## config.mk

```make
export PLATFORM = sky130hd
export DESIGN_NAME = ecc_encode_inject_flat
export DESIGN_NICKNAME = d
export VERILOG_FILES = /design/src/rtl/ecc_encode_inject_if.sv /design/src/rtl/ecc_encode_inject.sv /design/src/flat_wrapper.sv
export SDC_FILE = /design/constraint.sdc
export NUM_CORES = 1
export LEC_CHECK = 0
export CAP_MARGIN = 20
export CORE_MARGIN = 1.5
export CORE_UTILIZATION = 51
export DETAILED_ROUTE_END_ITERATION = 10
export PLACE_DENSITY_LB_ADDON = 0.1
export SKIP_LAST_GASP = 1
export SLEW_MARGIN = 15
export SYNTH_ARGS = -nofsm -noshare
export SYNTH_HDL_FRONTEND = slang
export SYNTH_SLANG_ARGS = --single-unit
export TNS_END_PERCENT = 5
```

## constraint.sdc

```tcl
create_clock -name clock -period 4.57 [get_ports clock]
set_input_delay 0.914 -clock clock [delete_from_list [all_inputs] [get_ports clock]]
set_output_delay 0.914 -clock clock [all_outputs]
set_load 0.02 [all_outputs]
```

## src/rtl/ecc_encode_inject_if.sv

```systemverilog
// Stream bundle between the word source, the ECC encoder/injector and the SECDED checker.
// The master drives words in and takes encoded words out; the slave is the encoder.
interface ecc_encode_inject_if #(
  parameter int DW = 64
);
  logic          in_valid;
  logic          in_ready;
  logic [DW-1:0] data_in;
  logic          out_valid;
  logic          out_ready;
  logic [DW-1:0] data_out;
  logic [7:0]    ecc_out;

  modport master (
    output in_valid, data_in, out_ready,
    input  in_ready, out_valid, data_out, ecc_out
  );

  modport slave (
    input  in_valid, data_in, out_ready,
    output in_ready, out_valid, data_out, ecc_out
  );
endinterface

```

## src/rtl/ecc_encode_inject.sv

```systemverilog
// SECDED (72,64) encoder with a 2-stage valid/ready pipeline and armed error injection.
// Injection FSM:
//   state | meaning
//   IDLE  | no injection pending; accepted words get a clean tag
//   ARMED | latched mode/positions applied to the next accepted word
module ecc_encode_inject #(
  parameter int DW    = 64,
  parameter int CNT_W = 16
) (
  input  logic                 clock,
  input  logic                 reset,
  ecc_encode_inject_if.slave   bus,
  input  logic [1:0]           inj_mode,
  input  logic [5:0]           inj_pos_a,
  input  logic [5:0]           inj_pos_b,
  input  logic                 inj_arm,
  input  logic                 inj_sticky,
  output logic                 inj_busy,
  output logic [CNT_W-1:0]     word_cnt,
  output logic [CNT_W-1:0]     inj_cnt
);

  typedef enum logic {IDLE, ARMED} state_t;

  typedef struct packed {
    logic [1:0] mode;
    logic [5:0] pos_a;
    logic [5:0] pos_b;
  } tag_t;

  state_t        state;
  tag_t          lat_tag;

  logic          s1_valid;
  logic [DW-1:0] s1_data;
  tag_t          s1_tag;
  logic          out_inj;

  logic          adv2;
  logic          acc;
  logic [DW-1:0] s2_data;
  logic [7:0]    s2_ecc;

  // Data bits fill the non-power-of-2 codeword positions 3,5,6,7,9,... in order.
  function automatic logic [7:0] ecc_calc(input logic [DW-1:0] d);
    logic [7:0] e;
    logic [6:0] di;
    e    = '0;
    di   = '0;
    e[0] = ^d;
    for (int p = 1; p < 72; p++) begin
      if ((p & (p - 1)) != 0) begin
        for (int k = 1; k < 8; k++) begin
          if (p[k-1]) e[k] = e[k] ^ d[di[5:0]];
        end
        di = di + 7'd1;
      end
    end
    return e;
  endfunction

  assign adv2         = !bus.out_valid || bus.out_ready;
  assign bus.in_ready = !s1_valid || adv2;
  assign acc          = bus.in_valid && bus.in_ready;

  always_comb begin
    s2_data = s1_data;
    s2_ecc  = ecc_calc(s1_data);
    unique case (s1_tag.mode)
      2'b01:   s2_data = s1_data ^ (DW'(1) << s1_tag.pos_a);
      2'b10:   s2_data = s1_data ^ (DW'(1) << s1_tag.pos_a) ^ (DW'(1) << s1_tag.pos_b);
      2'b11:   s2_ecc  = s2_ecc ^ (8'd1 << s1_tag.pos_a[2:0]);
      default: ;
    endcase
  end

  always_ff @(posedge clock or negedge reset) begin
    if (!reset) begin
      s1_valid      <= 1'b0;
      s1_data       <= '0;
      s1_tag        <= '0;
      bus.out_valid <= 1'b0;
      bus.data_out  <= '0;
      bus.ecc_out   <= '0;
      out_inj       <= 1'b0;
      word_cnt      <= '0;
      inj_cnt       <= '0;
    end else begin
      if (acc) begin
        s1_valid <= 1'b1;
        s1_data  <= bus.data_in;
        s1_tag   <= (state == ARMED) ? lat_tag : '0;
      end else if (adv2) begin
        s1_valid <= 1'b0;
      end

      if (adv2) begin
        bus.out_valid <= s1_valid;
        if (s1_valid) begin
          bus.data_out <= s2_data;
          bus.ecc_out  <= s2_ecc;
          out_inj      <= (s1_tag.mode != 2'b00);
        end
      end

      if (acc) word_cnt <= word_cnt + CNT_W'(1);
      if (bus.out_valid && bus.out_ready && out_inj) inj_cnt <= inj_cnt + CNT_W'(1);
    end
  end

  // A new arm wins over consumption so it applies to the word after the one accepted now.
  always_ff @(posedge clock or negedge reset) begin
    if (!reset) begin
      state    <= IDLE;
      lat_tag  <= '0;
      inj_busy <= 1'b0;
    end else begin
      if (inj_arm) begin
        state    <= ARMED;
        inj_busy <= 1'b1;
        lat_tag  <= '{mode: inj_mode, pos_a: inj_pos_a, pos_b: inj_pos_b};
      end else if (state == ARMED && acc && !inj_sticky) begin
        state    <= IDLE;
        inj_busy <= 1'b0;
      end
    end
  end

endmodule

```

## src/flat_wrapper.sv

```systemverilog
// flat-port wrapper written by rule: the top's interface ports become plain ports
module ecc_encode_inject_flat 
#(
  parameter int DW    = 64,
  parameter int CNT_W = 16
)
  (clock, reset, inj_mode, inj_pos_a, inj_pos_b, inj_arm, inj_sticky, inj_busy, word_cnt, inj_cnt, bus_in_valid, bus_data_in, bus_out_ready, bus_in_ready, bus_out_valid, bus_data_out, bus_ecc_out);
  ecc_encode_inject_if #(.DW(DW)) bus_i ();
  input  logic clock;
  input  logic reset;
  input  logic [1:0] inj_mode;
  input  logic [5:0] inj_pos_a;
  input  logic [5:0] inj_pos_b;
  input  logic inj_arm;
  input  logic inj_sticky;
  output logic inj_busy;
  output logic [CNT_W-1:0] word_cnt;
  output logic [CNT_W-1:0] inj_cnt;
  input wire logic [$bits(bus_i.in_valid)-1:0] bus_in_valid;
  input wire logic [$bits(bus_i.data_in)-1:0] bus_data_in;
  input wire logic [$bits(bus_i.out_ready)-1:0] bus_out_ready;
  output wire logic [$bits(bus_i.in_ready)-1:0] bus_in_ready;
  output wire logic [$bits(bus_i.out_valid)-1:0] bus_out_valid;
  output wire logic [$bits(bus_i.data_out)-1:0] bus_data_out;
  output wire logic [$bits(bus_i.ecc_out)-1:0] bus_ecc_out;
  assign bus_i.in_valid = bus_in_valid;
  assign bus_i.data_in = bus_data_in;
  assign bus_i.out_ready = bus_out_ready;
  assign bus_in_ready = bus_i.in_ready;
  assign bus_out_valid = bus_i.out_valid;
  assign bus_data_out = bus_i.data_out;
  assign bus_ecc_out = bus_i.ecc_out;
  ecc_encode_inject #(.DW(DW), .CNT_W(CNT_W)) u_core (.clock(clock), .reset(reset), .bus(bus_i), .inj_mode(inj_mode), .inj_pos_a(inj_pos_a), .inj_pos_b(inj_pos_b), .inj_arm(inj_arm), .inj_sticky(inj_sticky), .inj_busy(inj_busy), .word_cnt(word_cnt), .inj_cnt(inj_cnt));
endmodule
```

==> flow_metrics.env <==
export IMPL_wirelength_um=44600
export IMPL_power_density_mw_per_mm2=528
export IMPL_worstPathArrival_ns=2.23
export IMPL_antenna_left=0
export IMPL_ios=191
export IMPL_synth_seq_cells=200
export IMPL_slew_headroom_pct=35.0
export IMPL_ys_warn_count=0
export IMPL_netlist_area_sq_mm=0.0132
export IMPL_seq_area_frac_synth_pct=38.0
export IMPL_crit_path_max_fanout=4
export IMPL_htree_levels=4
export IMPL_insertedDiodeCount=0
export IMPL_via_per_inst=6.08
export IMPL_port_buffer_count=190
export IMPL_drv_slew=0
export IMPL_yosys_most_used_dff="dfrtp_1"
export IMPL_slowest_delay_ns=0.64
export IMPL_vdd_ir_drop_max_mv=0.317
export IMPL_die_h_um=164
export IMPL_fin_crit_sh_pct=68.7
export IMPL_leakagePower_nw=6.08
export IMPL_cp_start_kind="primary input"
export IMPL_timing_max_cap_violations=0
export IMPL_clock_sinks=200
export IMPL_synth_top_cells_by_area="dfrtp_1, nand2_1, xnor2_1"
export IMPL_final_hold_viol_count=0
export IMPL_drcViolationCount=0
export IMPL_initial_utilization_pct=52.2
export IMPL_synth_commonest_cells="nand2_1, nor2_1, dfrtp_1, o21ai_0, clkbuf_1"
export IMPL_synthArstFlopShare_pct=100
export IMPL_track_usage_pct=33.6
export IMPL_fp_row_count=58
export IMPL_vias=12900
export IMPL_crit_slowest_cell="clkdlybuf4s50_1"
export IMPL_report_final_setup_viol=0
export IMPL_synth_cell_types=43
export IMPL_status="completed"
export IMPL_grt_pass1_wl_um=67600
export IMPL_synth_edf_count=0
export IMPL_synth_top_area_share_pct=38.0
export IMPL_clk_latency_ns=0.46
export IMPL_yosysMostFrequentCell="nand2_1"
export IMPL_cts_tree="yes"
export IMPL_fin_nets=1870
export IMPL_post_route_util_pct=61.7
export IMPL_r2r_cells=5
export IMPL_hold_buffers=0
export IMPL_finalInstanceArea_sq_mm=0.0156
export IMPL_regArea_sq_mm=0.00500
export IMPL_synth_avg_cell_area_sq_um=7.61
export IMPL_multiInputGateArea_sq_mm=0.00746
export IMPL_worstSetupPathType="primary input to primary output"
export IMPL_cts_buffer_depth=2
export IMPL_place_area_sq_mm=0.0149
export IMPL_grt_setup_unrepaired="no"
export IMPL_yosys_area_top_type="dfrtp_1"
export IMPL_finClkSkew_ns=0.0136
export IMPL_wl_per_cell_um=21.0
export IMPL_antenna_found_initial=0
export IMPL_synth_cells=1733
export IMPL_synth_fp_nets=1823
export IMPL_clk_pin_slew_ns=0.09
export IMPL_crit_path_end_kind="primary output"
export IMPL_r2r_slack_ns=1.50
export IMPL_globalplace_congestion=0.942
export IMPL_crit_required_ns=3.66
export IMPL_area_growth_pct=18.2
export IMPL_drive_gt1_share_pct=4.35
export IMPL_die_w_um=164
export IMPL_die_area_sq_mm=0.0268
export IMPL_cts_root_buf="clkbuf_16"
export IMPL_hold_class="flip-flop to flip-flop"
export IMPL_n_fill_cell=2270
export IMPL_cp_common_cell="clkdlybuf4s50_1"
export IMPL_worstPathCellList="clkdlybuf4s50_1 > nand3b_1 > clkdlybuf4s50_1"
export IMPL_max_freq_ghz=0.318
export IMPL_cts_repair_resized=0
export IMPL_setup_tns_ns=0
export IMPL_coreArea_sq_mm=0.0253
export IMPL_grt_max_degree=109
export IMPL_grt_pass1_vias=11500
export IMPL_drt_pass1_iterations=8
export IMPL_cts_setup_buffers=0
export IMPL_tightestPinTransition_ns=0.975
export IMPL_hold_path_cell_count=1
export IMPL_drt_iter0_drc=1776
export IMPL_numCtsBuffers=17
export IMPL_dp_hpwl_um=30700
export IMPL_overflow=0
export IMPL_fin_crit_ns=3.14
sequential cells by signal, summed over array words and instances (netlist names):
signal,count
u_core.lat_tag,14
u_core.s1_data,64
u_core.out_inj,1
u_core.state,1
u_core.bus.ecc_out,8
u_core.inj_cnt,16
u_core.s1_tag,14
u_core.bus.out_valid,1
u_core.s1_valid,1
u_core.bus.data_out,64
u_core.word_cnt,16
placed cells by master, fill, tap and decap left out, types with 7 or more instances in the layout:
cell type and n:
o31ai_1 13, a21oi_1 67, buf_4 16, nand3_1 51
o41ai_1 44, nor2b_1 10, clkdlybuf4s50_1 189, nor4_1 61
a31oi_1 78, nand2_1 354, and3_1 9, clkbuf_16 17
xnor2_1 126, nand2b_1 9, inv_12 8, o21ai_0 180
o21ai_1 7, nor3_1 7, xor2_1 34, mux2_2 15
nor2_1 229, nand4_1 10, dfrtp_1 200
where the power goes:
group          internal, mW  leakage (nW)  total, mW  switching (mW)
clock network         0.833         0.318       1.72           0.884
logic                  1.77          3.34       3.86            2.09
registers              2.13          2.42       2.65           0.521
total                  4.74          6.08       8.23            3.49
kinds of logic (layout without fill, tap and decap cells):
kind of cell | after synthesis | in the layout | share of synthesized area, %
adder cells (fa/ha/maj) | 6 | 6 | 0.569
buffers and inverters | 183 | 243 | 5.64
AND/OR/NAND/NOR | 765 | 765 | 24.9
multiplexers | 17 | 17 | 1.43
flip-flops | 200 | 200 | 38.0
XOR/XNOR | 170 | 170 | 12.4
AO/OA/AOI/OAI | 392 | 392 | 17.2
path summary, 6_finish.rpt:
path                                           endpoint               start
worst max-delay path                       bus_in_ready       bus_out_ready
worst min-delay path                 u_core.inj_cnt[15]  u_core.inj_cnt[15]
worst max register to register  u_core.bus.data_out[14]    u_core.s1_tag[3]
worst min register to register       u_core.inj_cnt[15]  u_core.inj_cnt[15]
max in group asynchronous         u_core.bus.ecc_out[6]               reset
min in group asynchronous            u_core.inj_cnt[13]               reset
metrics by stage:
| step | hold slack, ns | total power, mW | instances | setup slack (ns) |
|---|---|---|---|---|
| CTS | 0.479 | 8.22 | 2123 | 1.43 |
| global route | 0.505 | 8.65 | 2123 | 1.31 |
| global placement | 0.460 | 6.45 | 2091 | 1.45 |
| finish | 0.469 | 8.23 | 2123 | 1.43 |
| detailed placement | 0.466 | 6.50 | 2091 | 1.44 |
| floorplan | 0.442 | 5.22 | 1733 | 2.29 |
layer usage:
metal  vias up  routed length, um  GRT usage [%]
met5         -                  0              0
met4         0               2180           16.0
met3       117               4360           6.14
met2       777              19200           49.9
met1      6003              18900           47.3
li1       6013                  -              -
critical path: cells and delay by family:
kind          cells  cell delay [ns]
buf+inv           2             1.13
simple gates      1             0.19
cell type report:
type | instances | share of cell area (%)
clock buffers | 17 | 2.73
multi-input cells | 1350 | 47.9
repair buffers | 206 | 13.0
clock inverters | 15 | 1.53
well taps | 330 | 2.65
flip-flops and latches | 200 | 32.1
inverters | 5 | 0.120
(Power assumes the default switching activity.)
